[src/rtl/mac_layer_scheduler_if.sv]
// Result channel from the layer scheduler to its consumer: one captured
// neuron result plus its index, moved by a valid/ready handshake.
interface mac_layer_scheduler_if #(
  parameter int OUTPUT_WIDTH = 26,
  parameter int IDX_WIDTH    = 4
);
  logic [OUTPUT_WIDTH-1:0] res_data;
  logic [IDX_WIDTH-1:0]    res_idx;
  logic                    res_valid;
  logic                    res_ready;

  modport master (output res_data, output res_idx, output res_valid, input res_ready);
  modport slave  (input res_data, input res_idx, input res_valid, output res_ready);
endinterface

[src/rtl/mac_layer_scheduler.sv]
// Walks one shared MAC across every neuron of a layer: clears it, waits for done,
// captures (optionally ReLU'd) results and hands them downstream one at a time.
module mac_layer_scheduler #(
  parameter int NUM_NEURONS    = 8,
  parameter int NUM_INPUTS     = 4,
  parameter int WEIGHT_WIDTH   = 19,
  parameter int OUTPUT_WIDTH   = 26,
  parameter int IDX_WIDTH      = 4,
  parameter int CAPTURE_DELAY  = 0,
  parameter int TIMEOUT_MARGIN = 8,
  parameter int RELU           = 1
) (
  input  logic                                          clk,
  input  logic                                          rst,
  input  logic                                          start_i,
  output logic                                          busy_o,
  input  logic [NUM_NEURONS*NUM_INPUTS*WEIGHT_WIDTH-1:0] weights_all_i,
  output logic [NUM_INPUTS*WEIGHT_WIDTH-1:0]             mac_weights_o,
  output logic                                          mac_rst_o,
  input  logic                                          mac_done_i,
  input  logic [OUTPUT_WIDTH-1:0]                       mac_out_i,
  mac_layer_scheduler_if.master                         res_if,
  output logic                                          layer_done_o,
  output logic                                          timeout_err_o
);
  localparam int SLICE_W   = NUM_INPUTS * WEIGHT_WIDTH;
  localparam int RUN_LIMIT = NUM_INPUTS + 1 + TIMEOUT_MARGIN;
  localparam int CNT_W     = $clog2(RUN_LIMIT + 1);
  localparam logic [CNT_W-1:0]     RUN_LAST    = CNT_W'(RUN_LIMIT - 1);
  localparam logic [IDX_WIDTH-1:0] IDX_LAST    = IDX_WIDTH'(NUM_NEURONS - 1);
  localparam logic [3:0]           SETTLE_LOAD = 4'(CAPTURE_DELAY - 1);

  typedef enum logic [2:0] {IDLE, CLEAR, RUN, SETTLE, HOLD} state_e;

  state_e                  state_q;
  logic [IDX_WIDTH-1:0]    idx_q;
  logic [IDX_WIDTH-1:0]    res_idx_q;
  logic [CNT_W-1:0]        run_cnt_q;
  logic [3:0]              settle_cnt_q;
  logic [OUTPUT_WIDTH-1:0] res_data_q;
  logic [OUTPUT_WIDTH-1:0] res_data_d;
  logic                    res_valid_q;
  logic                    layer_done_q;
  logic                    timeout_err_q;
  logic                    capture;

  // ReLU inspects only the sign bit; no width change on the way through.
  assign res_data_d = (RELU != 0 && mac_out_i[OUTPUT_WIDTH-1]) ? '0 : mac_out_i;
  assign capture    = (state_q == RUN && mac_done_i && CAPTURE_DELAY == 0) ||
                      (state_q == SETTLE && settle_cnt_q == '0);

  always_ff @(posedge clk) begin
    if (rst) begin
      state_q       <= IDLE;
      idx_q         <= '0;
      run_cnt_q     <= '0;
      settle_cnt_q  <= '0;
      res_data_q    <= '0;
      res_idx_q     <= '0;
      res_valid_q   <= 1'b0;
      layer_done_q  <= 1'b0;
      timeout_err_q <= 1'b0;
    end else begin
      layer_done_q <= 1'b0;
      unique case (state_q)
        IDLE: if (start_i) begin
          idx_q         <= '0;
          timeout_err_q <= 1'b0;
          state_q       <= CLEAR;
        end
        CLEAR: begin
          run_cnt_q <= '0;
          state_q   <= RUN;
        end
        RUN: begin
          run_cnt_q <= run_cnt_q + 1'b1;
          if (mac_done_i) begin
            if (CAPTURE_DELAY == 0) state_q <= HOLD;
            else begin
              settle_cnt_q <= SETTLE_LOAD;
              state_q      <= SETTLE;
            end
          end else if (run_cnt_q == RUN_LAST) begin
            timeout_err_q <= 1'b1;
            state_q       <= IDLE;
          end
        end
        SETTLE: begin
          if (settle_cnt_q == '0) state_q <= HOLD;
          else settle_cnt_q <= settle_cnt_q - 1'b1;
        end
        HOLD: if (res_if.res_ready) begin
          res_valid_q <= 1'b0;
          if (idx_q == IDX_LAST) begin
            layer_done_q <= 1'b1;
            state_q      <= IDLE;
          end else begin
            idx_q   <= idx_q + 1'b1;
            state_q <= CLEAR;
          end
        end
        default: state_q <= IDLE;
      endcase
      if (capture) begin
        res_data_q  <= res_data_d;
        res_idx_q   <= idx_q;
        res_valid_q <= 1'b1;
      end
    end
  end

  assign busy_o           = (state_q != IDLE);
  assign mac_rst_o        = rst | (state_q == CLEAR);
  assign mac_weights_o    = weights_all_i[idx_q*SLICE_W +: SLICE_W];
  assign res_if.res_data  = res_data_q;
  assign res_if.res_idx   = res_idx_q;
  assign res_if.res_valid = res_valid_q;
  assign layer_done_o     = layer_done_q;
  assign timeout_err_o    = timeout_err_q;
endmodule

[src/flat_wrapper.sv]
// flat-port wrapper written by rule: the top's interface ports become plain ports
module mac_layer_scheduler_flat 
#(
  parameter int NUM_NEURONS    = 8,
  parameter int NUM_INPUTS     = 4,
  parameter int WEIGHT_WIDTH   = 19,
  parameter int OUTPUT_WIDTH   = 26,
  parameter int IDX_WIDTH      = 4,
  parameter int CAPTURE_DELAY  = 0,
  parameter int TIMEOUT_MARGIN = 8,
  parameter int RELU           = 1
)
  (clk, rst, start_i, busy_o, weights_all_i, mac_weights_o, mac_rst_o, mac_done_i, mac_out_i, layer_done_o, timeout_err_o, res_if_res_data, res_if_res_idx, res_if_res_valid, res_if_res_ready);
  mac_layer_scheduler_if #(.OUTPUT_WIDTH(OUTPUT_WIDTH), .IDX_WIDTH(IDX_WIDTH)) res_if_i ();
  input  logic clk;
  input  logic rst;
  input  logic start_i;
  output logic busy_o;
  input  logic [NUM_NEURONS*NUM_INPUTS*WEIGHT_WIDTH-1:0] weights_all_i;
  output logic [NUM_INPUTS*WEIGHT_WIDTH-1:0] mac_weights_o;
  output logic mac_rst_o;
  input  logic mac_done_i;
  input  logic [OUTPUT_WIDTH-1:0] mac_out_i;
  output logic layer_done_o;
  output logic timeout_err_o;
  output wire logic [$bits(res_if_i.res_data)-1:0] res_if_res_data;
  output wire logic [$bits(res_if_i.res_idx)-1:0] res_if_res_idx;
  output wire logic [$bits(res_if_i.res_valid)-1:0] res_if_res_valid;
  input wire logic [$bits(res_if_i.res_ready)-1:0] res_if_res_ready;
  assign res_if_res_data = res_if_i.res_data;
  assign res_if_res_idx = res_if_i.res_idx;
  assign res_if_res_valid = res_if_i.res_valid;
  assign res_if_i.res_ready = res_if_res_ready;
  mac_layer_scheduler #(.NUM_NEURONS(NUM_NEURONS), .NUM_INPUTS(NUM_INPUTS), .WEIGHT_WIDTH(WEIGHT_WIDTH), .OUTPUT_WIDTH(OUTPUT_WIDTH), .IDX_WIDTH(IDX_WIDTH), .CAPTURE_DELAY(CAPTURE_DELAY), .TIMEOUT_MARGIN(TIMEOUT_MARGIN), .RELU(RELU)) u_core (.clk(clk), .rst(rst), .start_i(start_i), .busy_o(busy_o), .weights_all_i(weights_all_i), .mac_weights_o(mac_weights_o), .mac_rst_o(mac_rst_o), .mac_done_i(mac_done_i), .mac_out_i(mac_out_i), .res_if(res_if_i), .layer_done_o(layer_done_o), .timeout_err_o(timeout_err_o));
endmodule
[config.mk]
export PLATFORM = sky130hd
export DESIGN_NAME = mac_layer_scheduler_flat
export DESIGN_NICKNAME = d
export VERILOG_FILES = /design/src/rtl/mac_layer_scheduler_if.sv /design/src/rtl/mac_layer_scheduler.sv /design/src/flat_wrapper.sv
export SDC_FILE = /design/constraint.sdc
export NUM_CORES = 1
export LEC_CHECK = 0
export CORE_AREA = 5 5 292 294
export CTS_CLUSTER_DIAMETER = 80
export DETAILED_ROUTE_END_ITERATION = 8
export DIE_AREA = 0 0 297 299
export GPL_TIMING_DRIVEN = 0
export SLEW_MARGIN = 25
export SYNTH_ARGS = -nofsm -noshare
export SYNTH_HDL_FRONTEND = slang
export SYNTH_SLANG_ARGS = --single-unit
[constraint.sdc]
create_clock -name clk -period 2.11 [get_ports clk]
set_input_delay 0.3165 -clock clk [delete_from_list [all_inputs] [get_ports clk]]
set_output_delay 0.3165 -clock clk [all_outputs]
set_load 0.005 [all_outputs]
==> metrics.md <==
| Metric | Value |
|---|---|
| Sequential cell fraction of total power | 0.218 |
| Average cell area after synthesis | 12.16 um^2 |
| Max_slew headroom | 0.5539 |
| Shortest period the worst path allows | 2.604 ns |
| Number of enable-type register cells in the synthesized netlist | 0 |
| Worst-path maximum fanout | 5 |
| First-pass GRT wire length | 98,330 um |
| Net switching power figure | 1.239 mW |
| Overall fraction of global-route tracks in use | 0.1622 |
| Finish-stage setup viols | 76 |
| Setup slack of the critical path after layout | -0.4939 ns |
| Ports placed on the boundary | 750 |
| Netlist cell types | 51 |
| Fraction of final layout cells sized beyond drive strength 1 | 0.2756 |
| Sum of negative setup slack | -28.97 ns |
| Final wirelength | 76,570 um |
| DRC Markers | 0 |
| Final worst hold slack | 0.4647 ns |
| Clk_lat worst skew | 0.30 ns |
| Num CTS Buffers | 5 |
| Largest net degree at the start of global routing | 17 |
| Synthesized Nets | 1,206 |
| Total congestion overflow after global routing | 0 |
| Achievable frequency | 384.0 MHz |
| Die area | 0.08880 mm^2 |
| Port bufs | 747 |
| Area Growth Syn to Fin | 148.2% |
| Clock root buffer | sky130_fd_sc_hd__clkbuf_16 |
| Maximum resistive drop on vdd | 0.2801 mV |
| Share of synthesized flip-flops with an asynchronous set or reset | 0 |
| Required time at the worst-slack endpoint | 1.79 ns |
| Gate Count Post-Synth | 563 |
| Unrepaired setup endpoints after global routing | yes |
| Starting DRT DRC Count | 658 |
| Gate power share | 0.566 |
| Ratio of routed vias to standard cells | 3.986 |
| CORE AREA | 0.08263 mm^2 |
| Worst setup path class | reg -> out |
| Primary FF master, synth | sky130_fd_sc_hd__dfxtp_1 |
| Number of synthesized register bits | 47 |
| Layout Utilization | 0.2057 |
| Post-route clock period utilization | 1.234 |
| Mapped Area | 0.006847 mm^2 |
| Run status | complete, but fails checks |
| Die boundary height | 299 um |
| Final std cells w/o fill | 2,503 |
| Worst Setup End Kind | output port |
| Power density of the placed cells | 257.2 mW/mm^2 |
| Starting density of the core | 0.08286 |
| Setup Slack @ Placement | -1.612 ns |
| Switching share of power | 0.2833 |
| Total power of the final layout | 4.372 mW |
| Final hold violations | 0 |
| Worst hold path class | reg -> reg |
| Via count of the first global-routing pass | 10,334 |
| CTS Hold Buffers Added | 0 |
| Area of all placed cells without fillers | 0.01700 mm^2 |
| Average detailed-routed wire length per instance | 30.59 um |
| Number of antenna violations at the first check in global routing | 63 |
| Register area share after synthesis | 0.1374 |
| # rows | 106 |
| Die W | 297 um |
| CTS tree | done |
| Max-slew violation count | 0 |
| Post-place instance area | 0.01568 mm^2 |
| Worst Tran Pin Value | 0.6692 ns |
| Number of nets in the finished design | 2,050 |
| Sinks on Clock Net | 47 |
| Dpl cells | 2,390 |
| Clock tree skew after final layout | 0.008090 ns |
| Static leakage | 5.928 nW |
| Layout filler cell count | 9,088 |
| Post-DP HPWL | 66,380 um |
| Clock transition at path regs | 0.07 ns |
| Length of the first detailed-routing pass in iterations | 5 |
| Routability cong. | 0.9490 |
| Total of warnings raised by yosys | 0 |
| Startpoint kind of the worst setup timing path | register |
| Proportion of power drawn by the clock network | 0.216 |
| Vias | 9,978 |
| DRT antenna net count | 0 |
| CP arrival | 2.29 ns |
| Design internal power | 3.133 mW |
| Violations in the final reports | negative setup slack |
| Number of max-capacitance violations reported | 0 |
| Htree depth | 2 |
| Buffer depth of the longest clock path | 2 |
-- flip-flops by register name, summed over array words and instances, names as in the netlist --
name / count
u_core.idx_q: 4
u_core.layer_done_o: 1
u_core.res_if.res_data: 25
u_core.run_cnt_q: 4
u_core.timeout_err_o: 1
u_core.res_if.res_valid: 1
u_core.state_q: 3
u_core.settle_cnt_q: 4
u_core.res_if.res_idx: 4
-- path summary, 6_finish.rpt --
kind | startpoint | endpoint | slack, ns | depth (start not counted)
min reg2reg | u_core.res_if.res_valid | u_core.res_if.res_valid | 0.46 | 2
max reg2reg | u_core.settle_cnt_q[0] | u_core.res_if.res_data[14] | 0.24 | 7
min | u_core.res_if.res_valid | u_core.res_if.res_valid | 0.46 | 2
max | u_core.idx_q[0] | mac_weights_o[26] | -0.49 | 7
-- cell usage after synthesis, drive strengths merged (7+ instances only) --
master | instances | share of area
clkbuf | 36 | 0.021
o2111ai | 24 | 0.031
nand3 | 28 | 0.020
buf | 46 | 0.048
a21oi | 7 | 0.0051
dfxtp | 47 | 0.14
a22o | 76 | 0.097
mux4 | 152 | 0.51
nand2 | 37 | 0.020
a31oi | 27 | 0.025
o21ai | 9 | 0.0071
-- layer usage --
layer | wire, um | vias to the layer above | GRT usage | share of wire
met4 | 1634 | 44 | 0.03163 | 0.021
met3 | 10300 | 127 | 0.08529 | 0.13
li1 | - | 4192 | - | -
met1 | 28760 | 4913 | 0.1894 | 0.38
met5 | 322 | - | 0 | 0.0042
met2 | 35550 | 702 | 0.2674 | 0.46
-- worst max-delay path, stage by stage, from the launching register on --
cell and delay [ns]:
sky130_fd_sc_hd__dfxtp_2 0.33, sky130_fd_sc_hd__buf_6 0.13, sky130_fd_sc_hd__buf_12 0.13, sky130_fd_sc_hd__buf_16 0.17
sky130_fd_sc_hd__buf_16 0.16, sky130_fd_sc_hd__mux4_2 0.67, sky130_fd_sc_hd__a22o_1 0.25, sky130_fd_sc_hd__buf_6 0.13
-- final cells by class --
type                            instances  area (um^2)  area share
Sequential cell                        47        944.7     0.05558
Tap cell                             1080         1351     0.07951
Timing Repair Buffer                  838         8327      0.4899
Multi-Input combinational cell        427         5400      0.3177
Inverter                                7        26.28    0.001546
Clock buffer                            5        125.1    0.007362
Buffer                                 81        738.2     0.04343
Clock inverter                          3        46.29    0.002724
Antenna cell                           15        37.54    0.002208
-- power by group through the flow --
stage	Sequential (mW)	Combinational [mW]	Clock, mW
floorplan	0.969	0.664	0
global placement	0.972	2.41	0
detailed placement	0.973	2.42	0
CTS	0.954	2.47	0.962
global route	0.960	2.60	0.995
finish	0.955	2.47	0.943
-- placed cells by master (no fill, tap or decap), drive strengths merged, types with 7 or more instances in the layout --
cell / n
a21oi: 7
a22o: 76
a31oi: 27
buf: 211
clkbuf: 42
clkdlybuf4s50: 669
dfxtp: 47
diode: 15
inv: 7
mux4: 152
nand2: 37
nand3: 28
o2111ai: 24
o21ai: 9
-- cell families after synthesis --
group,count (synthesis),synth area share
adders and majority gates,4,0.007310
muxes,158,0.5159
and+or+nand+nor,109,0.08699
AOI/OAI and AO/OA,154,0.1776
xor gates and xnor gates,1,0.001279
buffers and inverters,89,0.07292
other,1,0.0005477
DFF,47,0.1374
-- timing repair --
| item | in CTS | in global routing |
|---|---|---|
| cloned | 9 | 2 |
| setup buffers | 75 | 18 |
| setup endpoints to repair | 78 | 76 |
| pin swaps | 58 | 10 |
| gates resized for setup | 471 | 27 |
Power figures use the tool's default switching activity.
